===== src/rtl/dequant_pkg.sv =====
// Shared widths, FSM state type and S1 payload for the dequant_stream datapath.
package dequant_pkg;

    localparam int DQ_IN_WIDTH    = 8;
    localparam int DQ_SCALE_WIDTH = 12;
    localparam int DQ_SHIFT_WIDTH = 4;
    localparam int DQ_OUT_WIDTH   = 21;
    localparam int DQ_VEC_LEN     = 64;
    localparam int DQ_PROD_WIDTH  = DQ_IN_WIDTH + DQ_SCALE_WIDTH;

    // Element counter width; a one-element vector still needs a 1-bit counter.
    function automatic int cnt_width(input int n);
        return (n > 1) ? $clog2(n) : 1;
    endfunction

    localparam int DQ_CNT_WIDTH = cnt_width(DQ_VEC_LEN);

    typedef enum logic [0:0] {
        IDLE = 1'b0,
        RUN  = 1'b1
    } state_t;

    typedef struct packed {
        logic signed [DQ_PROD_WIDTH-1:0]  prod;
        logic        [DQ_SHIFT_WIDTH-1:0] shift;
        logic                             last;
    } s1_payload_t;

endpackage


===== src/rtl/dequant_shift_round.sv =====
// Combinational S2 datapath: sign-extend the product and arithmetic-shift it right.
// DEQUANT_ROUND_EN selects round-half-up; otherwise the shift floors toward -inf.
module dequant_shift_round
    import dequant_pkg::*;
#(
    parameter int PROD_WIDTH  = DQ_PROD_WIDTH,
    parameter int SHIFT_WIDTH = DQ_SHIFT_WIDTH,
    parameter int OUT_WIDTH   = DQ_OUT_WIDTH
) (
    input  logic signed [PROD_WIDTH-1:0]  prod,
    input  logic        [SHIFT_WIDTH-1:0] shift,
    output logic signed [OUT_WIDTH-1:0]   result
);

`ifdef DEQUANT_ROUND_EN
    localparam logic signed [OUT_WIDTH-1:0] ONE_C = {{(OUT_WIDTH-1){1'b0}}, 1'b1};
`endif

    logic signed [OUT_WIDTH-1:0] ext_s;
    logic signed [OUT_WIDTH-1:0] rnd_s;
    logic signed [OUT_WIDTH-1:0] sum_s;

    // Widen, add the optional half-LSB bias, then shift; the sum cannot overflow OUT_WIDTH.
    always_comb begin
        ext_s = {{(OUT_WIDTH-PROD_WIDTH){prod[PROD_WIDTH-1]}}, prod};
        rnd_s = {OUT_WIDTH{1'b0}};
`ifdef DEQUANT_ROUND_EN
        if (shift != {SHIFT_WIDTH{1'b0}}) begin
            rnd_s = ONE_C << (shift - SHIFT_WIDTH'(1));
        end else begin
            rnd_s = {OUT_WIDTH{1'b0}};
        end
`endif
        sum_s  = ext_s + rnd_s;
        result = sum_s >>> shift;
    end

endmodule


===== src/rtl/dequant_stream.sv =====
// Streaming int8 dequantizer: out = (in_data * scale) >>> shift at accumulator width.
// Optional round-half-up via DEQUANT_ROUND_EN (see dequant_shift_round).
module dequant_stream
    import dequant_pkg::*;
#(
    parameter int IN_WIDTH    = DQ_IN_WIDTH,
    parameter int OUT_WIDTH   = DQ_OUT_WIDTH,
    parameter int SCALE_WIDTH = DQ_SCALE_WIDTH,
    parameter int SHIFT_WIDTH = DQ_SHIFT_WIDTH,
    parameter int VEC_LEN     = DQ_VEC_LEN
) (
    input  logic                   clk,
    input  logic                   rst,
    input  logic                   cfg_valid,
    output logic                   cfg_ready,
    input  logic [SCALE_WIDTH-1:0] cfg_scale,
    input  logic [SHIFT_WIDTH-1:0] cfg_shift,
    input  logic                   in_valid,
    output logic                   in_ready,
    input  logic [IN_WIDTH-1:0]    in_data,
    output logic                   out_valid,
    input  logic                   out_ready,
    output logic [OUT_WIDTH-1:0]   out_data,
    output logic                   out_last
);

    localparam int PROD_W = IN_WIDTH + SCALE_WIDTH;
    localparam int CNT_W  = cnt_width(VEC_LEN);
    localparam logic [CNT_W-1:0] LAST_CNT = CNT_W'(VEC_LEN - 1);

    state_t                   state_r;
    state_t                   state_nxt_s;
    logic [CNT_W-1:0]         cnt_r;
    logic [CNT_W-1:0]         cnt_nxt_s;
    logic [SCALE_WIDTH-1:0]   scale_r;
    logic [SHIFT_WIDTH-1:0]   shift_r;

    logic                     en_s;
    logic                     cfg_fire_s;
    logic                     in_fire_s;
    logic                     last_s;
    logic signed [PROD_W-1:0] prod_s;

    logic                     s1_valid_r;
    s1_payload_t              s1_r;
    logic signed [OUT_WIDTH-1:0] s2_result_s;

    logic                     out_valid_r;
    logic [OUT_WIDTH-1:0]     out_data_r;
    logic                     out_last_r;

    assign en_s       = !out_valid_r || out_ready;
    assign cfg_ready  = (state_r == IDLE);
    assign in_ready   = (state_r == RUN) && en_s;
    assign cfg_fire_s = cfg_valid && cfg_ready;
    assign in_fire_s  = in_valid && in_ready;
    assign last_s     = (cnt_r == LAST_CNT);
    assign prod_s     = $signed(in_data) * $signed(scale_r);

    // Next-state and element-counter logic.
    always_comb begin
        state_nxt_s = state_r;
        cnt_nxt_s   = cnt_r;
        case (state_r)
            IDLE: begin
                if (cfg_fire_s) begin
                    state_nxt_s = RUN;
                    cnt_nxt_s   = {CNT_W{1'b0}};
                end else begin
                    state_nxt_s = IDLE;
                    cnt_nxt_s   = cnt_r;
                end
            end
            RUN: begin
                if (in_fire_s && last_s) begin
                    state_nxt_s = IDLE;
                    cnt_nxt_s   = {CNT_W{1'b0}};
                end else if (in_fire_s) begin
                    state_nxt_s = RUN;
                    cnt_nxt_s   = cnt_r + CNT_W'(1);
                end else begin
                    state_nxt_s = RUN;
                    cnt_nxt_s   = cnt_r;
                end
            end
            default: begin
                state_nxt_s = IDLE;
                cnt_nxt_s   = {CNT_W{1'b0}};
            end
        endcase
    end

    // FSM state, counter and per-vector scale/shift registers.
    always_ff @(posedge clk) begin
        if (rst) begin
            state_r <= IDLE;
            cnt_r   <= {CNT_W{1'b0}};
            scale_r <= {SCALE_WIDTH{1'b0}};
            shift_r <= {SHIFT_WIDTH{1'b0}};
        end else begin
            state_r <= state_nxt_s;
            cnt_r   <= cnt_nxt_s;
            if (cfg_fire_s) begin
                scale_r <= cfg_scale;
                shift_r <= cfg_shift;
            end
        end
    end

    // S1: the product carries its own shift and last flag so a new cfg cannot disturb it.
    always_ff @(posedge clk) begin
        if (rst) begin
            s1_valid_r <= 1'b0;
            s1_r       <= {$bits(s1_payload_t){1'b0}};
        end else if (en_s) begin
            s1_valid_r <= in_fire_s;
            if (in_fire_s) begin
                s1_r.prod  <= prod_s;
                s1_r.shift <= shift_r;
                s1_r.last  <= last_s;
            end
        end
    end

    dequant_shift_round #(
        .PROD_WIDTH (PROD_W),
        .SHIFT_WIDTH(SHIFT_WIDTH),
        .OUT_WIDTH  (OUT_WIDTH)
    ) u_shift_round (
        .prod  (s1_r.prod),
        .shift (s1_r.shift),
        .result(s2_result_s)
    );

    // S2: output register; data and last hold while the downstream stalls.
    always_ff @(posedge clk) begin
        if (rst) begin
            out_valid_r <= 1'b0;
            out_data_r  <= {OUT_WIDTH{1'b0}};
            out_last_r  <= 1'b0;
        end else if (en_s) begin
            out_valid_r <= s1_valid_r;
            out_last_r  <= s1_valid_r && s1_r.last;
            if (s1_valid_r) begin
                out_data_r <= s2_result_s;
            end
        end
    end

    assign out_valid = out_valid_r;
    assign out_data  = out_data_r;
    assign out_last  = out_last_r;

endmodule


===== config.mk =====
export PLATFORM = sky130hd
export DESIGN_NAME = dequant_stream
export DESIGN_NICKNAME = d
export VERILOG_FILES = /design/src/rtl/dequant_pkg.sv /design/src/rtl/dequant_shift_round.sv /design/src/rtl/dequant_stream.sv
export SDC_FILE = /design/constraint.sdc
export NUM_CORES = 1
export LEC_CHECK = 0
export ABC_CLOCK_PERIOD_IN_PS = 14390
export CAP_MARGIN = 20
export CELL_PAD_IN_SITES_DETAIL_PLACEMENT = 0
export CELL_PAD_IN_SITES_GLOBAL_PLACEMENT = 1
export CORE_ASPECT_RATIO = 0.8
export CORE_MARGIN = 2
export CORE_UTILIZATION = 40
export CTS_BUF_LIST = sky130_fd_sc_hd__clkbuf_4
export CTS_CLUSTER_SIZE = 28
export DETAILED_ROUTE_END_ITERATION = 7
export GPL_ROUTABILITY_DRIVEN = 0
export PLACE_DENSITY_LB_ADDON = 0.1
export REMOVE_ABC_BUFFERS = 1
export SLEW_MARGIN = 20
export SYNTH_ARGS = -nofsm -noshare
export SYNTH_HDL_FRONTEND = slang
export SYNTH_SLANG_ARGS = --single-unit

===== constraint.sdc =====
create_clock -name clk -period 14.39 [get_ports clk]
set_clock_uncertainty 0.15 [all_clocks]
set_input_delay 1.439 -clock clk [delete_from_list [all_inputs] [get_ports clk]]
set_output_delay 1.439 -clock clk [all_outputs]
set_load 0.02 [all_outputs]

==> flow_metrics.py, run 1 <==
metrics = {
    "clock_tree": {
        "holdBufCountCts": 0,
        "clock_latency_ns": 0.46,
        "cts_tree": "built",
        "htreeDepth": 3,
        "clk_path_buf_depth": 2,
        "cts_setup_buffers": 0,
        "cts-resized-gates": 0,
        "cts_root_buffer": "clkbuf_4",
        "cts.sinks": 71,
        "clk_pin_slew_ns": 0.13,
        "numCtsBuffers": 9,
    },
    "detailed_routing": {
        "detail-route-antenna-nets": 0,
        "viasPerCell": 5.042,
        "drt-pass1-iter-count": 4,
        "drc": 0,
        "routedWlPerCell_um": 14.63,
        "finalWirelength_um": 15450,
        "drt_iter0_markers": 208,
        "via_count": 5324,
    },
    "power": {
        "combPwrFrac_pct": 45.2,
        "p_leak_nw": 3.304,
        "peakVddDrop_mv": 0.05053,
        "p_sw_mw": 0.2562,
        "p_int_mw": 0.3785,
        "powerDensity_nw_per_um2": 82.67,
        "switching_share_pct": 40.36,
        "p_seq_share_pct": 34.7,
        "finalPower_mw": 0.6347,
        "clock_power_share_pct": 20.1,
    },
    "finish": {
        "layout.nets": 978,
        "fin_area_sq_um": 7677,
        "fillerInstances": 1690,
        "utilization_pct": 45.94,
        "area_growth_syn_to_layout_pct": 11.20,
        "drive_gt1_share_pct": 5.629,
    },
    "critical_path": {
        "critPathMaxFanout": 12,
        "crit_chain": "clkdlybuf4s50_1 > and2_1 > inv_1 > fa_1 > inv_1 > fa_1 > fa_1 > inv_1 > fa_1 > inv_1 > ha_1 > a2111oi_0 > a221oi_2 > mux2i_1 > a211oi_1",
        "slowest_delay_ns": 0.74,
        "crit_type": "in -> reg",
        "critPathCaptureType": "register",
        "slowest_stage": "clkdlybuf4s50_1",
        "cp-start-kind": "input port",
        "required_ns": 14.62,
        "cp.arrival_ns": 6.30,
    },
    "grt": {
        "grt_usage_pct": 18.48,
        "grt_pass1_vias": 5434,
        "antenna_found_initial": 1,
        "gr-total-overflow": 0,
        "grt_pass1_wl_um": 26550,
        "grt_max_degree": 72,
    },
    "floorplan": {
        "fp.dieH_um": 121.5,
        "die_x_um": 150.9,
        "io-pin-count": 54,
        "coreArea_sq_um": 16710,
        "initial_core_util_pct": 41.31,
        "rows": 42,
        "die-area_sq_um": 18330,
    },
    "synthesis": {
        "dominantRegCellSynth": "dfxtp_1",
        "synth_top_area_share_pct": 22.91,
        "ys_seq_area_share_pct": 20.59,
        "ys_types": 54,
        "async_flop_share_pct": 0,
        "synth_top_area_cell": "fa_1",
        "synth-edff-count": 0,
        "synth_seq_cells": 71,
        "avgSynthCellArea_sq_um": 8.566,
        "synthTopCellsByArea": "fa_1 (23%), dfxtp_1 (21%), ha_1 (6.9%)",
        "syn_inst": 806,
        "ys_warn_count": 0,
        "syn_area_sq_um": 6904,
    },
    "outcome": {
        "outcome": "complete, no violations",
    },
    "timing": {
        "setup_viol": 0,
        "drv_slew": 0,
        "rsz0062_at_grt": "false",
        "timing.final.crit_period_ns": 6.071,
        "tightest_slew_ns": 0.9708,
        "slew_headroom_pct": 35.19,
        "timing.fmax_ghz": 0.1647,
        "hold_viol": 0,
        "fin_tns_setup_ns": 0,
        "finalCritPeriodShare_pct": 42.19,
    },
    "placement": {
        "io_buffer_count": 53,
        "place_area_sq_um": 7551,
        "post-dp-hpwl_um": 12100,
    },
    "min_path": {
        "hp-class": "reg -> reg",
    },
    "run": {
        "maxCapViolCount": 0,
    },
}
==> metal layers <==
metal  vias to the layer above  part of all wire, %  global-route usage [%]
met3                        11                  3.8                   3.609
met2                        60                   45                   29.43
met5                         -                    0                       0
met1                      2619                   50                   26.29
li1                       2634                    -                       -
met4                         0                 0.94                   3.855
==> stage by stage <==
step,hold WS [ns],cells,setup slack (ns)
after floorplan,0.2729,764,8.894
after global placement,0.2888,1041,7.919
after detailed placement,0.2934,1041,7.819
after CTS,0.3068,1055,8.312
after global routing,0.3230,1056,7.991
final,0.3066,1056,8.319
==> cell type report <==
class | count | area [sq um] | area share (%)
clock inverter | 5 | 51.30 | 0.6682
sequential | 71 | 1421 | 18.51
inverter | 122 | 457.9 | 5.965
tap | 220 | 275.3 | 3.585
clock buffer | 9 | 67.56 | 0.8801
multi-input combinational | 571 | 4846 | 63.12
timing repair buffer | 57 | 555.5 | 7.236
antenna | 1 | 2.502 | 0.03259
==> Yosys cell counts (3+ instances only) <==
cell / n
mux2_2: 5
mux4_2: 12
a21o_1: 3
inv_1: 119
mux2i_1: 24
ha_1: 38
nand2b_1: 10
nor3_1: 4
nand3_1: 6
o211ai_1: 9
o21ai_0: 14
buf_2: 3
fa_1: 79
a21oi_1: 67
xnor2_1: 13
nand3b_1: 8
and2_1: 61
clkbuf_1: 34
nor2b_1: 3
a211oi_1: 8
nand2_1: 124
o21ai_1: 9
dfxtp_1: 71
xor2_1: 6
nor2_1: 37
==> sequential cells by signal, summed over array words and instances, names as in the netlist <==
signal / cells
cnt_r: 6
state_r: 1
s1_r: 25
shift_r: 4
out_last: 1
out_data: 20
scale_r: 12
out_valid: 1
s1_valid_r: 1
==> cells in the final DEF, fill, tap and decap left out, types with 2 or more instances in the layout <==
cell type,synthesis,layout
nand2_1,124,124
inv_1,119,119
fa_1,79,79
dfxtp_1,71,71
a21oi_1,67,67
and2_1,61,61
clkdlybuf4s50_1,0,52
ha_1,38,38
nor2_1,37,37
mux2i_1,24,24
o21ai_0,14,14
xnor2_1,13,13
mux4_2,12,12
nand2b_1,10,10
o211ai_1,9,9
o21ai_1,9,9
clkbuf_4,0,9
a211oi_1,8,8
nand3b_1,8,8
xor2_1,6,6
nand3_1,6,5
mux2_2,5,5
nor3_1,4,4
buf_4,2,4
clkinv_1,2,3
nor2b_1,3,3
a21o_1,3,3
a311oi_1,2,2
or2_2,2,2
o211ai_2,2,2
or3_1,2,2
a31oi_1,2,2
nor3b_1,2,2
a211o_1,2,2
clkinv_2,0,2
==> worst max-delay path: cells and delay by family <==
kind / cells / cell delay, ns
simple gates: 1 / 0.25
buf+inv: 5 / 1.04
compound gates: 3 / 0.87
fa+ha+maj: 5 / 2.53
mux: 1 / 0.15
==> cells by family after synthesis <==
logic type / Yosys count / synth area share, %
buf+inv: 164 / 9.297
fa+ha+maj: 117 / 29.79
flops: 71 / 20.59
compound gates: 131 / 11.62
simple gates: 263 / 18.09
mux: 41 / 8.209
xor+xnor: 19 / 2.410
==> path summary, 6_finish.rpt <==
kind / cells after the start / slack [ns] / start / endpoint
setup / recovery: 15 / 8.32 / in_data[3] / s1_r[23]
setup reg to reg: 14 / 9.54 / scale_r[11] / s1_r[23]
hold reg to reg: 2 / 0.31 / shift_r[2] / s1_r[3]
hold / removal: 2 / 0.31 / shift_r[2] / s1_r[3]
==> power groups by stage <==
stage	logic (mW)	registers, mW	clock network, mW
finish	0.287	0.220	0.127
floorplan	0.222	0.220	0
CTS	0.292	0.220	0.134
global placement	0.287	0.224	0
global route	0.340	0.222	0.141
detailed placement	0.289	0.225	0
(Power assumes the default switching activity.)
==> run 2: changes to the inputs <==
--- a/config.mk
+++ b/config.mk
@@ -5,7 +5,7 @@
 export SDC_FILE = /design/constraint.sdc
 export NUM_CORES = 1
 export LEC_CHECK = 0
-export ABC_CLOCK_PERIOD_IN_PS = 14390
+export ABC_CLOCK_PERIOD_IN_PS = 5340
 export CAP_MARGIN = 20
 export CELL_PAD_IN_SITES_DETAIL_PLACEMENT = 0
 export CELL_PAD_IN_SITES_GLOBAL_PLACEMENT = 1
==> constraint.sdc (replaced) <==
create_clock -name clk -period 5.34 [get_ports clk]
set_clock_uncertainty 0.15 [all_clocks]
set_input_delay 0.534 -clock clk [delete_from_list [all_inputs] [get_ports clk]]
set_output_delay 0.534 -clock clk [all_outputs]
set_load 0.02 [all_outputs]
==> flow_metrics.py, run 2 (synthesis results as in run 1) <==
metrics = {
    "critical_path": {
        "cp-start-kind": "input port",
        "slowest_delay_ns": 0.67,
        "cp.arrival_ns": 5.17,
        "r2r-end": "s1_r[24]",
        "required_ns": 5.57,
        "critPathMaxFanout": 12,
        "endpoint": "s1_r[24]",
        "slowest_stage": "clkdlybuf4s50_1",
        "r2r_slack_ns": 0.63,
        "critPathLaunch": "in_data[5]",
        "crit_chain": "clkdlybuf4s50_1 > and2_1 > fa_1 > fa_1 > fa_1 > inv_1 > fa_1 > inv_1 > ha_1 > a21oi_1 > o211ai_2 > a21oi_4 > nor3_2 > or3_1 > a311oi_1",
        "crit_type": "in -> reg",
        "critPathCaptureType": "register",
        "r2r.worst_path.cells": 14,
        "crit_top_cell": "fa_1",
        "rr_startpoint": "scale_r[7]",
    },
    "floorplan": {
        "io-pin-count": 54,
        "initial_core_util_pct": 41.31,
        "rows": 42,
        "die_x_um": 150.9,
        "die-area_sq_um": 18330,
        "coreArea_sq_um": 16710,
        "fp.dieH_um": 121.5,
    },
    "finish": {
        "largest_reg_flops": 25,
        "utilization_pct": 46.89,
        "layout.nets": 997,
        "diodes": 0,
        "final_cell_mix": "nand2_1 (124), inv_1 (119), fa_1 (79), dfxtp_1 (71), a21oi_1 (67)",
        "area_growth_syn_to_layout_pct": 13.48,
        "regMostFlops": "s1_r",
        "drive_gt1_share_pct": 7.944,
        "layout_commonest_cell": "nand2_1",
    },
    "placement": {
        "post-dp-hpwl_um": 12330,
        "pre_cts_slack_ns": -0.1029,
        "io_buffer_count": 53,
    },
    "grt": {
        "grt_pass1_wl_um": 26760,
        "grt_usage_pct": 18.46,
        "antenna_found_initial": 0,
        "grt_max_degree": 39,
        "grt_pass1_vias": 5542,
        "gr-total-overflow": 0,
    },
    "clock_tree": {
        "cts_root_buffer": "clkbuf_4",
        "cts_tree": "built",
        "htreeDepth": 3,
        "clk_path_buf_depth": 2,
        "cts-resized-gates": 0,
        "cts_setup_buffers": 0,
        "cts.sinks": 71,
        "clock_latency_ns": 0.46,
        "holdBufCountCts": 0,
        "numCtsBuffers": 9,
        "clk_pin_slew_ns": 0.13,
    },
    "min_path": {
        "hp-class": "reg -> reg",
        "hold_path_depth": 2,
    },
    "timing": {
        "timing.final.crit_period_ns": 4.944,
        "drv_slew": 0,
        "final.setup.worst_slack_ns": 0.3957,
        "finalCritPeriodShare_pct": 92.59,
        "hold_viol": 0,
        "tightest_slew_ns": 1.036,
        "whs_ns": 0.3102,
        "timing.fmax_ghz": 0.2023,
        "rsz0062_at_grt": "false",
        "slew_headroom_pct": 30.87,
        "setup_viol": 0,
    },
    "detailed_routing": {
        "drc": 0,
        "routedWlPerCell_um": 14.30,
        "finalWirelength_um": 15390,
        "via_count": 5375,
        "detail-route-antenna-nets": 0,
        "drt_iter0_markers": 184,
        "viasPerCell": 4.995,
        "drt-pass1-iter-count": 4,
    },
    "power": {
        "powerDensity_nw_per_um2": 227.5,
        "peakVddDrop_mv": 0.1347,
        "finalPower_mw": 1.783,
        "p_leak_nw": 3.401,
    },
    "outcome": {
        "outcome": "complete, no violations",
    },
    "run": {
        "maxCapViolCount": 0,
    },
}
[run 2: layout make-up]
| type | instances | area, sq um |
|---|---|---|
| clock buffer | 11 | 82.58 |
| clock inverter | 5 | 58.81 |
| fill | 1670 | 8876 |
| inverter | 122 | 457.9 |
| multi-input combinational | 571 | 4841 |
| sequential | 71 | 1421 |
| tap | 220 | 275.3 |
| timing repair buffer | 76 | 698.2 |
[run 2: worst max-delay path: cells and delay by family]
kind / cells / cell delay [ns]
fa+ha+maj: 5 / 2.30
simple gates: 3 / 0.71
compound gates: 4 / 0.86
buf+inv: 3 / 0.76
[run 2: metal layers]
layer / up-vias / part of all wire (%) / wire [um] / global-route usage, %
met5: - / 0 / 0 / 0
met2: 46 / 44 / 6843 / 28.95
met3: 13 / 2.5 / 381 / 3.158
met4: 0 / 1.0 / 154 / 4.089
met1: 2646 / 52 / 8011 / 26.78
li1: 2670 / - / - / -
[run 2: metrics by stage]
stage	instance area, sq um	instances	setup TNS, ns
2_1_floorplan	6720	764	0
3_5_place_dp	7694	1060	-0.2377
3_3_place_gp	7694	1060	0
6_report	7835	1076	0
5_1_grt	7835	1076	0
4_1_cts	7835	1076	0
[run 2: power breakdown]
group,internal [mW],total [mW],switching (mW),leakage (nW)
Clock,0.153,0.369,0.216,0.0731
Combinational,0.368,0.820,0.451,2.75
Sequential,0.556,0.594,0.0382,0.577
Total,1.08,1.78,0.706,3.40
[run 2: worst min-delay path by stage]
stage / from / to / slack, ns
6_report: out_data[12] / out_data[12] / 0.31
5_1_grt: shift_r[3] / s1_r[4] / 0.33
4_1_cts: out_data[12] / out_data[12] / 0.31
3_5_place_dp: shift_r[1] / s1_r[2] / 0.29
3_3_place_gp: shift_r[2] / s1_r[3] / 0.29
2_1_floorplan: s1_r[5] / s1_r[5] / 0.27
